File: src/rtl/wt_sched_pkg.sv
// Purpose : shared constants and state encoding for the weight read scheduler.
// Latency : n/a (package only).
// Backpressure: n/a (package only).
// Contents: default geometry (NCOL/ADDR_W/KKM_W/NT_W/LAYERS), FSM state codes,
//           state enum for debug visibility, layer counter wrap helper.
package wt_sched_pkg;

  localparam int NCOL_DEF   = 8;
  localparam int ADDR_W_DEF = 14;
  localparam int KKM_W_DEF  = 9;
  localparam int NT_W_DEF   = 6;
  localparam int LAYERS_DEF = 10;

  // State codes kept as plain constants so older netlists/probes see fixed values.
  localparam logic [1:0] S_IDLE  = 2'd0;
  localparam logic [1:0] S_RUN   = 2'd1;
  localparam logic [1:0] S_DRAIN = 2'd2;
  localparam logic [1:0] S_DONE  = 2'd3;

  typedef enum logic [1:0] {
    ST_IDLE  = S_IDLE,
    ST_RUN   = S_RUN,
    ST_DRAIN = S_DRAIN,
    ST_DONE  = S_DONE
  } wt_state_e;

  // Completed-layer counter: wraps LAYERS-1 -> 0.
  function automatic logic [3:0] layer_next(input logic [3:0] cur, input int layers);
    return (cur == 4'(layers - 1)) ? 4'd0 : cur + 4'd1;
  endfunction

endpackage

File: src/rtl/wt_skew_chain.sv
// Purpose : systolic skew register chain; stage i carries column i+1 {vld,addr}.
// Latency : one cycle per stage (column c sees column 0 c cycles later).
// Backpressure: hold=1 freezes every stage; clr=1 empties the chain (wins over hold).
// Ports   : clk_cal/rst_cal clock and sync reset; hold, clr controls;
//           in_vld/in_addr column-0 word; out_vld/out_addr columns 1..NCOL-1.
module wt_skew_chain #(
  parameter int NCOL   = 8,
  parameter int ADDR_W = 14
) (
  input  logic                         clk_cal,
  input  logic                         rst_cal,
  input  logic                         hold,
  input  logic                         clr,
  input  logic                         in_vld,
  input  logic [ADDR_W-1:0]            in_addr,
  output logic [NCOL-2:0]              out_vld,
  output logic [(NCOL-1)*ADDR_W-1:0]   out_addr
);

  logic [ADDR_W-1:0] addr_q [NCOL-1];

  always_ff @(posedge clk_cal) begin
    if (rst_cal || clr) begin
      out_vld <= '0;
      for (int i = 0; i < NCOL-1; i++) addr_q[i] <= '0;
    end else if (!hold) begin
      out_vld[0] <= in_vld;
      addr_q[0]  <= in_addr;
      for (int i = 1; i < NCOL-1; i++) begin
        out_vld[i] <= out_vld[i-1];
        addr_q[i]  <= addr_q[i-1];
      end
    end
  end

  for (genvar gi = 0; gi < NCOL-1; gi++) begin : g_pack
    assign out_addr[gi*ADDR_W +: ADDR_W] = addr_q[gi];
  end

endmodule

File: src/rtl/weight_rd_sched.sv
// Purpose : per-layer weight-buffer read-address scheduler with systolic column skew.
// Latency : first column-0 word the cycle after start; column c lags column 0 by c cycles.
// Backpressure: stall freezes generator/chain/drain and masks wt_vld; abort flushes to IDLE.
// Ports   : clk_cal, rst_cal (sync, active-high); cfg_base_addr/cfg_kkm/cfg_nt/cfg_grp_stride
//           latched on start; start/stall/abort controls; busy/done/layer_cnt status;
//           wt_addr (column c at [c*ADDR_W +: ADDR_W]) and wt_vld per column.
// Option  : WT_SCHED_PERF_EN adds perf_stall_cnt[15:0] (busy stall cycles, saturating).
module weight_rd_sched
  import wt_sched_pkg::*;
#(
  parameter int NCOL   = NCOL_DEF,
  parameter int ADDR_W = ADDR_W_DEF,
  parameter int KKM_W  = KKM_W_DEF,
  parameter int NT_W   = NT_W_DEF,
  parameter int LAYERS = LAYERS_DEF
) (
  input  logic                     clk_cal,
  input  logic                     rst_cal,
  input  logic [ADDR_W-1:0]        cfg_base_addr,
  input  logic [KKM_W-1:0]         cfg_kkm,
  input  logic [NT_W-1:0]          cfg_nt,
  input  logic [ADDR_W-1:0]        cfg_grp_stride,
  input  logic                     start,
  input  logic                     stall,
  input  logic                     abort,
  output logic                     busy,
  output logic                     done,
  output logic [3:0]               layer_cnt,
  output logic [NCOL*ADDR_W-1:0]   wt_addr,
`ifdef WT_SCHED_PERF_EN
  output logic [15:0]              perf_stall_cnt,
`endif
  output logic [NCOL-1:0]          wt_vld
);

  // Drain runs NCOL-1 cycles, counted 0..NCOL-2.
  localparam int DC_W = (NCOL > 2) ? $clog2(NCOL-1) : 1;
  localparam logic [DC_W-1:0] DRAIN_LAST = DC_W'(NCOL-2);

  logic [1:0]        state;
  logic [KKM_W-1:0]  kkm_q, k_cnt;
  logic [NT_W-1:0]   nt_q, g_cnt;
  logic [ADDR_W-1:0] stride_q, grp_base, addr0;
  logic              vld0;
  logic [DC_W-1:0]   drain_cnt;
  logic              last_word;

  logic [NCOL-2:0]            ch_vld;
  logic [(NCOL-1)*ADDR_W-1:0] ch_addr;

  // The registered column-0 word is the one currently presented; it is the last
  // one once both counters sit at their final values.
  assign last_word = (k_cnt == kkm_q - KKM_W'(1)) && (g_cnt == nt_q - NT_W'(1));

  always_ff @(posedge clk_cal) begin
    if (rst_cal) begin
      state     <= S_IDLE;
      kkm_q     <= '0;
      nt_q      <= '0;
      stride_q  <= '0;
      k_cnt     <= '0;
      g_cnt     <= '0;
      grp_base  <= '0;
      addr0     <= '0;
      vld0      <= 1'b0;
      drain_cnt <= '0;
      layer_cnt <= '0;
    end else if (abort) begin
      state <= S_IDLE;
      vld0  <= 1'b0;
    end else begin
      case (state)
        S_IDLE: begin
          if (start) begin
            kkm_q     <= cfg_kkm;
            nt_q      <= cfg_nt;
            stride_q  <= cfg_grp_stride;
            k_cnt     <= '0;
            g_cnt     <= '0;
            grp_base  <= cfg_base_addr;
            addr0     <= cfg_base_addr;
            drain_cnt <= '0;
            if (cfg_kkm == '0 || cfg_nt == '0) begin
              // Empty layer: nothing to read, report completion straight away.
              state     <= S_DONE;
              layer_cnt <= layer_next(layer_cnt, LAYERS);
            end else begin
              state <= S_RUN;
              vld0  <= 1'b1;
            end
          end
        end
        S_RUN: begin
          if (!stall) begin
            if (last_word) begin
              vld0      <= 1'b0;
              drain_cnt <= '0;
              state     <= S_DRAIN;
            end else if (k_cnt == kkm_q - KKM_W'(1)) begin
              k_cnt    <= '0;
              g_cnt    <= g_cnt + NT_W'(1);
              grp_base <= grp_base + stride_q;
              addr0    <= grp_base + stride_q;
            end else begin
              k_cnt <= k_cnt + KKM_W'(1);
              addr0 <= addr0 + ADDR_W'(1);
            end
          end
        end
        S_DRAIN: begin
          if (!stall) begin
            if (drain_cnt == DRAIN_LAST) begin
              state     <= S_DONE;
              layer_cnt <= layer_next(layer_cnt, LAYERS);
            end else begin
              drain_cnt <= drain_cnt + DC_W'(1);
            end
          end
        end
        default: state <= S_IDLE;  // S_DONE lasts exactly one cycle, stall or not
      endcase
    end
  end

  wt_skew_chain #(
    .NCOL   (NCOL),
    .ADDR_W (ADDR_W)
  ) u_skew (
    .clk_cal  (clk_cal),
    .rst_cal  (rst_cal),
    .hold     (stall),
    .clr      (abort),
    .in_vld   (vld0),
    .in_addr  (addr0),
    .out_vld  (ch_vld),
    .out_addr (ch_addr)
  );

  // A stalled cycle presents no read; the word stays registered and reappears.
  assign wt_vld  = stall ? '0 : {ch_vld, vld0};
  assign wt_addr = {ch_addr, addr0};
  assign busy    = (state != S_IDLE);
  assign done    = (state == S_DONE);

`ifdef WT_SCHED_PERF_EN
  always_ff @(posedge clk_cal) begin
    if (rst_cal) begin
      perf_stall_cnt <= '0;
    end else if (!abort && state == S_IDLE && start) begin
      perf_stall_cnt <= '0;
    end else if (busy && stall && perf_stall_cnt != 16'hFFFF) begin
      perf_stall_cnt <= perf_stall_cnt + 16'd1;
    end
  end
`endif

endmodule

File: config.mk
export PLATFORM = sky130hd
export DESIGN_NAME = weight_rd_sched
export DESIGN_NICKNAME = d
export VERILOG_FILES = /design/src/rtl/wt_sched_pkg.sv /design/src/rtl/wt_skew_chain.sv /design/src/rtl/weight_rd_sched.sv
export SDC_FILE = /design/constraint.sdc
export NUM_CORES = 1
export LEC_CHECK = 0
export CAP_MARGIN = 5
export CORE_MARGIN = 3
export CORE_UTILIZATION = 56
export CTS_CLUSTER_SIZE = 40
export DETAILED_ROUTE_END_ITERATION = 10
export HOLD_SLACK_MARGIN = 0.15
export PLACE_DENSITY = 0.89
export SYNTH_ARGS = -nofsm -noshare
export SYNTH_HDL_FRONTEND = slang
export SYNTH_SLANG_ARGS = --single-unit
File: constraint.sdc
create_clock -name clk_cal -period 9.51 [get_ports clk_cal]
set_input_delay 2.3775 -clock clk_cal [delete_from_list [all_inputs] [get_ports clk_cal]]
set_output_delay 2.3775 -clock clk_cal [all_outputs]
set_load 0.02 [all_outputs]
==> results of run 1 <==
[cells by family after synthesis]
| group | after synthesis |
|---|---|
| mux | 9 |
| simple gates | 367 |
| flops | 187 |
| buf+inv | 74 |
| compound gates | 160 |
| fa+ha+maj | 26 |
| xor+xnor | 46 |
[worst paths after layout]
| path | depth (start not counted) | slack, ps | endpoint |
|---|---|---|---|
| worst max-delay path | 3 | 2820 | wt_vld[1] |
| worst min-delay path | 2 | 460 | stride_q[9] |
| worst max register to register | 10 | 5760 | grp_base[2] |
| worst min register to register | 2 | 460 | stride_q[9] |
[cells in the mapped netlist, drive strengths merged, types with 18 or more instances]
| master | n |
|---|---|
| and3 | 88 |
| xnor2 | 27 |
| nor2b | 20 |
| dfxtp | 89 |
| inv | 24 |
| xor2 | 19 |
| nand2 | 96 |
| nand3 | 18 |
| ha | 25 |
| nor2 | 67 |
| clkbuf | 45 |
| o21ai | 22 |
| a21oi | 66 |
| edfxtp | 98 |
[power by group through the flow]
stage	logic (uW)	registers (uW)	clock network, uW
2_1_floorplan	127	953	0
3_3_place_gp	250	928	0
3_5_place_dp	255	930	0
4_1_cts	257	913	707
5_1_grt	278	918	735
6_report	259	913	702
[sequential cells by signal, summed over array words and instances, names as in the netlist, 4 cells and up]
signal,cells
grp_base,14
layer_cnt,4
u_skew.out_vld,7
nt_q,6
stride_q,14
g_cnt,6
k_cnt,9
addr0,14
kkm_q,9
u_skew.addr_q,98
[layout make-up]
class	count	share of cell area, %
multi-input cells	608	33.7
inverters	24	0.802
well taps	211	2.35
flip-flops and latches	187	42.1
clock buffers	20	4.07
clock inverters	12	1.11
repair buffers	180	15.8
[layout by cell type (no fill, tap or decap), types with 4 or more instances in the layout]
cell type                         instances
sky130_fd_sc_hd__nand2_1                 95
sky130_fd_sc_hd__o21a_1                   4
sky130_fd_sc_hd__nand3_1                 18
sky130_fd_sc_hd__nor2_1                  64
sky130_fd_sc_hd__and2_1                  16
sky130_fd_sc_hd__dfxtp_1                 89
sky130_fd_sc_hd__xnor2_1                 27
sky130_fd_sc_hd__a2111oi_0                4
sky130_fd_sc_hd__buf_4                    7
sky130_fd_sc_hd__ha_1                    25
sky130_fd_sc_hd__and3_1                  88
sky130_fd_sc_hd__mux2i_1                  7
sky130_fd_sc_hd__clkdlybuf4s50_1        172
sky130_fd_sc_hd__nor4_1                   7
sky130_fd_sc_hd__nor3_1                  16
sky130_fd_sc_hd__inv_6                    5
sky130_fd_sc_hd__xor2_1                  19
sky130_fd_sc_hd__a311oi_1                 5
sky130_fd_sc_hd__a31oi_1                 11
sky130_fd_sc_hd__a21oi_1                 66
sky130_fd_sc_hd__o22ai_1                  5
sky130_fd_sc_hd__a211oi_1                12
sky130_fd_sc_hd__inv_1                   23
sky130_fd_sc_hd__nor3b_1                  4
sky130_fd_sc_hd__edfxtp_1                98
sky130_fd_sc_hd__clkbuf_16               17
sky130_fd_sc_hd__o21ai_0                 22
sky130_fd_sc_hd__nor2b_1                 20
sky130_fd_sc_hd__or2_2                    5
sky130_fd_sc_hd__nand4_1                 10
[layer usage]
metal	share of wire, %	vias up	global-route usage, %	wire length (um)
li1	-	3444	-	-
met1	40	3436	31.0	8750
met2	50	290	40.8	10700
met3	6.3	54	4.94	1360
met4	3.5	0	10.1	757
met5	0	-	0	0
[critical path, cell delays in order]
cell,delay [ps]
sky130_fd_sc_hd__clkdlybuf4s50_1,890
sky130_fd_sc_hd__nor2b_1,390
sky130_fd_sc_hd__clkdlybuf4s50_1,660
[through the flow]
step	cell area (sq um)	util, %	worst slack, ps
floorplan	8790	-	3620
global placement	10600	69.8	3000
detailed placement	10600	69.8	2880
CTS	11200	73.6	2850
global route	11200	73.6	2770
finish	11200	73.6	2820
==> results.txt, run 1 <==
* Outcome: completed
- Of the total power, combinational logic draws 13.8%.
* # fillers: 1,001
- The design draws 1870 uW.
- Summing the areas of all compound-gate instances in the mapped netlist gives 11.9% of the synthesized area.
* Syn-to-layout area delta: 27.8%
- Setup violations remaining at the end of the flow were counted as 0.
* Clock transition at the register clock pins on the worst setup and hold paths after CTS: 70 ps
* TritonCTS clock tree: done
- Cell Rows: 45
- By area, the combinational part of the netlist is dominated by simple AND/OR/NAND/NOR gates.
- Htree depth: 4
- Cells taking the most area after synthesis: sky130_fd_sc_hd__edfxtp_1 (33%), sky130_fd_sc_hd__dfxtp_1 (20%), sky130_fd_sc_hd__and3_1 (6.3%)
- In this run the mean area of a mapped cell was 10.1 sq um.
- 0 antenna diodes ended up in the layout.
- No sink is reached through more buffers than the 2 on the longest clock path.
* Worst-Margin Slew: 1210 ps
- DR DRC count: 0
* DR WL/cell: 17.4 um
- Switching power share of the total: 26.5%
- The initial antenna violation count came to 0.
- Final-layout setup total negative slack: 0 ps
- The die is 131 um wide.
* Critical path origin: stall
- Req. time, crit path: 7130 ps
- After detailed placement, the design holds a cell count of ~1,200.
- TritonCTS created 17 clock buffers.
* Proportion of synthesized flip-flops having asynchronous set or reset: 0%
- Worst-case headroom to the max-slew limit: a little under a fifth
- The worst setup path is captured at an output port.
- CTS saw 187 sinks.
- Last weighted congestion value of the routability-driven placer: roughly 0.92
- Peak fanout along the critical path: 22
- Static Leak: around 0.0045 uW
- Fraction of the mapped netlist area in simple logic gates: 21.6%
* All-Layer GR Usage: 24.3%
- Post-detailed-route count of antenna-violating nets: 0
- The share of total power dissipated in sequential elements is roughly half.
- Net total in the final layout: 1,092
- The count of buffers added on input and output ports is 173.
- Once detailed placement completed, the half-perimeter wirelength came to ~15,000 um.
* Min Clock Period, post-route: approximately 6700 ps
- Multiplexer area fraction after synthesis: 1.05%
- The top cell type by area accounts for 33.5% of the synthesized area.
- Initial Utilization: 57.6%
* Max-slew violation total from the final report: 0
- 1st-iter DRT viols: 661
* Multi-input gate area in the final layout: 0.00379 sq mm
* Top cell type by total area after synthesis: sky130_fd_sc_hd__edfxtp_1
- The synthesized netlist occupies a cell area of between 0.008 and 0.009 sq mm.
- Setup repair after global routing left no endpoint under its margin.
- Synthesis produced a netlist with a net count of 943.
- The min-delay analysis places its worst path in the category flop to flop.
* Setup Skew: ~11 ps
- Part of the Yosys area used for sequential elements: between 50 and 60%
- Startpoint of the worst-slack reg-to-reg timing path: kkm_q[0]
- In this run, the clock network consumes around 37% of the power.
- Number of synthesized flops with an enable pin: between 90 and 100
- For this run, the detailed router's first-pass iteration total came to 6.
* Synth Flop Type: sky130_fd_sc_hd__edfxtp_1
- Entering global routing, the biggest net connects 100 pins.
* Global-route wire length before repair: 33,900 um
* Total internal power: roughly 1400 uW
- The worst setup path is of the primary input to output port kind.
- Ratio of routed vias to standard cells: 5.82
- The root buffer cell chosen for the clock tree is sky130_fd_sc_hd__clkbuf_16.
* Top Ports: 174
* Hold slack final: around 460 ps
- Yosys printed 0 warnings.
- Top achievable clock speed: around 0.15 GHz
- Switching component of the power: 497 uW
- Clock latency on the worst-skew pair: 440 ps
* Worst vdd rail ir drop: approximately 0.00013 V
- Synth Area in Adders: roughly 3.8%
- Fraction of layout instances using a drive strength above 1: 6.01%
* Number of setup buffers added after CTS: 0
- The worst path uses 70.3% of the clock period.
* Register cell area after layout: 0.00472 sq mm
* Post-synthesis sequential element count: roughly 190
- Of the total synthesized cell area, the portion taken by XOR and XNOR cells is 4.58%.
- For this design, the CTS-stage hold fixing added 0 buffers.
* Non-Filler Instances: 1,242
- Synthesis produced a netlist whose cell count is 869.
- Remaining global-route overflow: 0
- Core area: approximately 0.015 sq mm
- STA classifies the critical path startpoint as a primary input.
- Gates resized during post-CTS repair numbered 0.
- Summed over all layers, the routed wires come to 21,600 um.
- Worst EP arrival: 4310 ps
- Count of maximum capacitance violations: 0
- Full die area: 0.0172 sq mm
* Source of the worst hold timing path: stride_q[9]
- The number of different library cells used by synthesis comes to 65.
- Vias in the first global route: 6,688
- Dividing total power by cell area gives a power density of 167 mW/mm^2.
- Final hold viol count: 0
- From bottom edge to top edge, the die measures 131 um.
- Total number of vias: a little over 7,000
No activity file was read; power rests on OpenSTA's default activity.
==> run 2: changes to the inputs <==
--- a/config.mk
+++ b/config.mk
@@ -7,11 +7,11 @@
 export LEC_CHECK = 0
 export CAP_MARGIN = 5
 export CORE_MARGIN = 3
-export CORE_UTILIZATION = 56
+export CORE_UTILIZATION = 52
 export CTS_CLUSTER_SIZE = 40
 export DETAILED_ROUTE_END_ITERATION = 10
 export HOLD_SLACK_MARGIN = 0.15
-export PLACE_DENSITY = 0.89
+export PLACE_DENSITY = 0.83
 export SYNTH_ARGS = -nofsm -noshare
 export SYNTH_HDL_FRONTEND = slang
 export SYNTH_SLANG_ARGS = --single-unit
==> constraint.sdc (replaced) <==
create_clock -name clk_cal -period 6.3 [get_ports clk_cal]
set_input_delay 1.575 -clock clk_cal [delete_from_list [all_inputs] [get_ports clk_cal]]
set_output_delay 1.575 -clock clk_cal [all_outputs]
set_load 0.02 [all_outputs]
==> run 2 against run 1 <==
Wire length fell by 4.8%. First-iteration DRC count decreased by 20%. Sequential cell count did not move. Critical path depth unchanged. Clock power is 48% higher. Count of clock-buffer cells in the layout shrank 3. Core utilization decreased by 4.3 points. Clock skew decreased by 1.1 ps. Register-to-register slack lost 3400 ps. Via count decreased by 3.4%. Critical path type unchanged. Die area is 7.3% higher.
==> results.txt, run 2 (synthesized netlist as in run 1, its figures left out) <==
- Flip-flop count of the largest register, all copies and words added: 98
* Fraction of layout instances using a drive strength above 1: 6.20%
- For this design the top-level I/O count stands at about 170.
- The number of cells on the worst reg-to-reg path is 10.
- The via count of the first global-routing pass came to 6,363.
- Remaining global-route overflow: 0
- Hold slack final: approximately 460 ps
- Final standard cell utilization of the core: 69.3%
- In this design, the stage delay of the slowest critical-path cell is 850 ps.
- Max-cap violations in this run came to 0.
- In the layout the commonest cells are sky130_fd_sc_hd__clkdlybuf4s50_1 (172), sky130_fd_sc_hd__edfxtp_1 (98), sky130_fd_sc_hd__nand2_1 (95).
- CTS placed an instance of sky130_fd_sc_hd__clkbuf_16 at the clock tree root.
* Clock transition at the register clock pins on the worst setup and hold paths after CTS: 70 ps
- Global-route wire length before repair: 32,600 um
* 1st-iter DRT viols: roughly 530
- The critical path crosses 3 cells after its start point.
- Setup violations remaining at the end of the flow were counted as 0.
- Maximum number of pins on one net before global-route repair: 99
- Final-layout setup total negative slack: 0 ps
- For the pin with the worst max-slew slack, the measured transition is 1140 ps.
- Horizontal die dimension: 136 um
- Most frequent CP cell: sky130_fd_sc_hd__clkdlybuf4s50_1
- Clock buffer count from CTS: 17
- Worst Setup End Kind: output port
- Of the available clock period, the critical path in the final layout requires 79.7%.
- Worst EP arrival: 3450 ps
- TritonCTS clock tree: done
- The initial utilization of the core area, before any placement, comes to 54.1%.
- The floorplan step defined a core boundary enclosing 0.0162 sq mm.
- Top achievable clock speed: 0.199 GHz
* Total power of the final layout: between 2000 and 3000 uW
- Total number of vias: ~7,000
- In this run the remaining antenna-violating nets after routing total 0.
* Final hold viol count: 0
* Worst-case headroom to the max-slew limit: 24.0%
- Number of buffers added on ports: 173
* Ratio of routed vias to standard cells: 5.59
- All-Layer GR Usage: between 20% and 30%
* Count of buffer and inverter cells on the critical path: 2
* # fillers: 1,219
* DR WL/cell: 16.5 um
- Kind of cell adding the most delay to the critical path: buffers and inverters
* Die outline height: 136 um
- u_skew.addr_q holds more flip-flops than any other register.
* Max-slew violation total from the final report: 0
* 1st-pass router iterations: 4
- The worst-case IR drop observed on VDD is 0.000197 V.
- Row generation in the floorplan step produced between 40 and 50 rows.
- The later pin in the worst-skew pair is clocked with a latency of 430 ps.
* Htree depth: 4
- Maximum buffer depth of the clock tree: 2
- Walking the worst path, the cells encountered are clkdlybuf4s50_1 -> nor2b_1 -> clkdlybuf4s50_1.
- The critical path is of the primary input to output port type.
* Req. time, crit path: roughly 4700 ps
- Leaving out fill and tap cells, the most frequent cell in the layout is sky130_fd_sc_hd__clkdlybuf4s50_1.
- Detailed Route WL: 20,600 um
- Setup repair after global routing left no endpoint under its margin.
- Setup Skew: approximately 9.5 ps
* Type of the tightest min-delay check: flop to flop
- Last weighted congestion value of the routability-driven placer: roughly 0.89
* Hold buffers post-CTS: 0
- Once the clock tree was built, the setup fixing pass inserted 0 buffers.
* Cell area power density: 250 mW/mm^2
- The worst hold path passes through 2 cells.
- Crit path launch type: primary input
- The floorplan step defined a die boundary enclosing 0.0185 sq mm.
* Total inserted antenna cells: 0
* Resize count post-CTS: 0
- The net count of the finished layout is 1,094.
- Number of antenna violations at the first check in global routing: 0
* Peak fanout along the critical path: 22
- The flow ran to the end, and the final reports show no timing, DRC or antenna violations.
- From synthesis to final layout, the design area changed by 28.0%.
- After detailed routing, the number of remaining DRC violations is 0.
- The tree built by TritonCTS fans out to 187 sinks.
* Min Clock Period, post-route: 5020 ps
* Critical-path cell with the highest stage delay: sky130_fd_sc_hd__clkdlybuf4s50_1
* Static Leak: approximately 0.0045 uW
- The wire-length estimate of the detail-placed layout is between 10,000 and 15,000 um.
[run 2: changes by cell type in the layout (fill, tap and decap cells not counted), sizes merged]
cell      before  now
clkinvlp       2    3
clkinv         2    3
inv           31   32
buf            8   10
clkbuf        20   17
[run 2: report_power, final]
part           internal (uW)  total [uW]  switching, uW
Sequential              1330        1380           44.5
Clock                    559        1040            482
Combinational            169         389            221
Total                   2060        2810            747
[run 2: cell type report]
type	instances	area, sq um	share of cell area, %
Timing Repair Buffer	182	1790	16.0
Tap cell	216	270	2.40
Clock buffer	17	425	3.78
Clock inverter	15	151	1.35
Inverter	24	90.1	0.801
Multi-Input combinational cell	608	3790	33.7
Sequential cell	187	4720	42.0
[run 2: final timing paths]
path,startpoint,endpoint,slack (ps)
hold reg to reg,nt_q[5],nt_q[5],460
setup / recovery,stall,wt_vld[4],1280
hold / removal,nt_q[5],nt_q[5],460
setup reg to reg,kkm_q[0],addr0[2],2380
[run 2: per-layer routing]
metal / track usage, % / part of all wire, % / vias to the layer above
li1: - / - / 3447
met3: 4.63 / 5.9 / 38
met1: 29.0 / 42 / 3283
met2: 36.4 / 49 / 208
met4: 9.13 / 2.7 / 0
met5: 0 / 0 / -
[run 2: metrics by stage]
step / cell area, sq um / cells / worst slack (ps)
after floorplan: 8790 / 869 / 1210
after global placement: 10700 / 1217 / 1400
after detailed placement: 10700 / 1217 / 1310
after CTS: 11200 / 1249 / 1300
after global routing: 11200 / 1249 / 1140
final: 11200 / 1249 / 1280
[run 2: tightest hold or removal path, delay by kind of cell (launching register included)]
kind               cells  cell delay, ps
DFF                    1             320
AOI/OAI and AO/OA      1              50
and+or+nand+nor        1              50
==> run 3: changes to the inputs <==
==> constraint.sdc (replaced) <==
create_clock -name clk_cal -period 4.95 [get_ports clk_cal]
set_input_delay 1.2375 -clock clk_cal [delete_from_list [all_inputs] [get_ports clk_cal]]
set_output_delay 1.2375 -clock clk_cal [all_outputs]
set_load 0.02 [all_outputs]
==> run 3 against run 2 <==
Sequential power rose by 27%. Via count rose by 0.75%. Non-clock buffer count rose by 3. Setup slack got worse by 280 ps. Wire length rose by 1.1%. Register-to-register slack got worse by 880 ps. Global-route usage rose by 0.51 points. Die area did not move. First-iteration DRC count rose by 0.38%. Sequential share of layout area fell by 0.26 points. Clock skew fell by 1.9 ps. Final area rose by 0.63%. Largest cell class unchanged.
==> results.txt, run 3 (synthesized netlist as in run 1, its figures left out) <==
- In the layout the commonest cells are sky130_fd_sc_hd__clkdlybuf4s50_1 (172), sky130_fd_sc_hd__edfxtp_1 (98), sky130_fd_sc_hd__nand2_1 (95).
* Worst setup timing slack at the placement stage: 840 ps
* DR WL/cell: about 17 um
* Net total in the final layout: 1,097
* Peak fanout along the critical path: 22
- Static Leak: 0.00452 uW
- Req. time, crit path: 3710 ps
- The endpoint identified for the worst register-to-register timing path is grp_base[10].
* Detailed Route WL: 20,800 um
* Unrepaired setup endpoints after global routing: false
- The HPWL after detailed placement is 14,800 um.
- The worst register-to-register path has a setup slack of ~1500 ps.
- Resize count post-CTS: 0
- Number of buffers added on ports: 173
- After detailed routing, the number of remaining DRC violations is 0.
- The area growth from synthesis to layout is 28.8%.
- Across the run, the number of max-cap violations was 0.
- Startpoint of the worst-slack reg-to-reg timing path: kkm_q[3]
* Post-detailed-route count of antenna-violating nets: 0
* Remaining global-route overflow: 0
- After routing the design area is 0.0113 sq mm.
* Type of the tightest min-delay check: flop to flop
- For this run, the detailed router's first-pass iteration total came to 5.
- VDD sags by at most roughly 0.00023 V.
- Cell area power density: between 300 and 400 mW/mm^2
- Summed over all failing endpoints, the final setup total negative slack is 0 ps.
- Entering global routing, the biggest net connects 99 pins.
* Top Ports: ~170
* Worst-case hold path end point: stride_q[9]
- Ratio of routed vias to standard cells: 5.61
- Worst Setup End Kind: output port
- Hold buffers post-CTS: 0
- Setup violations remaining at the end of the flow were counted as 0.
- Hold is met by 467 ps.
- Initial Utilization: a little over half
- Cell Rows: 46
- The first global-routing pass estimated 33,400 um of wire.
- Clock buffer count from CTS: 17
- The floorplan step set the die width to 136 um.
- Number of antenna violations at the first check in global routing: 0
- The repair_antennas step left the layout with diodes totalling 0.
- The die is around 140 um tall.
* Outcome: completed
* Crit path launch type: primary input
- Based on the critical path, the design can be clocked at up to between 0.2 and 0.3 GHz.
- Register name with the most flops: u_skew.addr_q
- Clock latency on the worst-skew pair: 440 ps
- 1st-iter DRT viols: 530
- Counting cells, the worst reg-to-reg path comes to 8.
* Post-route worst setup slack: 997 ps
- The critical path is of the primary input to output port type.
- Instance area at placement: about 0.011 sq mm
* TritonCTS clock tree: done
- Once layout is complete, the utilization of the core stands at 69.7%.
- Last weighted congestion value of the routability-driven placer: between 0.9 and 1
* Number of sinks handled by clock tree synthesis: 187
* Core area: 0.0162 sq mm
* Vias in the first global route: 6,612
- Total number of vias: 7,028
- Maximum buffer depth of the clock tree: 2
* Fraction of the cycle the final worst path needs: 79.8%
- Worst-Margin Slew: 925 ps
- Worst EP arrival: 2720 ps
* Clock transition at the register clock pins on the worst setup and hold paths after CTS: 80 ps
- Root buf cell: sky130_fd_sc_hd__clkbuf_16
- Worst-case headroom to the max-slew limit: 36.8%
* Most common cell after layout, fill and taps aside: sky130_fd_sc_hd__clkdlybuf4s50_1
- The post-route netlist has between 6 and 7% of its cells at a drive strength greater than 1.
- The register with the most flip-flops in the layout has 98 of them.
* Max-slew violation total from the final report: 0
- The smallest clock period supported by the final layout is computed as 3950 ps.
* All-Layer GR Usage: 22.8%
* Hold-critical path depth: 2
* Setup Skew: ~7.7 ps
- Htree depth: 4
* Number of setup buffers added after CTS: 0
- Final hold viol count: 0
* Source of the worst hold timing path: stride_q[9]
* Full die area: about 0.018 sq mm
run 3: cell type report:
type | count | area (sq um)
fillers | 1198 | 4910
flip-flops and latches | 187 | 4720
multi-input cells | 608 | 3790
repair buffers | 185 | 1830
clock buffers | 17 | 425
well taps | 216 | 270
clock inverters | 15 | 188
inverters | 24 | 90.1
run 3: worst max-delay path, stage by stage:
cell and delay [ps]:
sky130_fd_sc_hd__clkdlybuf4s50_1 400, sky130_fd_sc_hd__buf_4 220, sky130_fd_sc_hd__nor2b_1 210, sky130_fd_sc_hd__clkdlybuf4s50_1 640
run 3: stage by stage:
step	std cells	total power [uW]
final	1252	3610
after floorplan	869	2070
after global placement	1220	2270
after detailed placement	1220	2280
after global routing	1252	3750
after CTS	1252	3630
run 3: layer usage:
layer / track usage, % / part of all wire (%)
met4: 8.23 / 2.5
met2: 38.4 / 49
met5: 0 / 0
met1: 29.0 / 42
met3: 4.77 / 6.1
run 3: worst max path at each step:
stage	from	end	cells past startpoint
finish	stall	wt_vld[0]	4
global route	stall	wt_vld[0]	4
CTS	stall	wt_vld[0]	4
detailed placement	cfg_nt[1]	layer_cnt[3]	9
global placement	cfg_nt[1]	layer_cnt[3]	9
floorplan	rst_cal	u_skew.addr_q[0][0]	5
run 3: power by group:
group	leakage, uW	total (uW)	internal, uW	switching [uW]
registers	0.00187	1750	1690	57.0
clock network	0.000298	1370	688	678
logic	0.00235	497	217	280
total	0.00452	3610	2600	1020
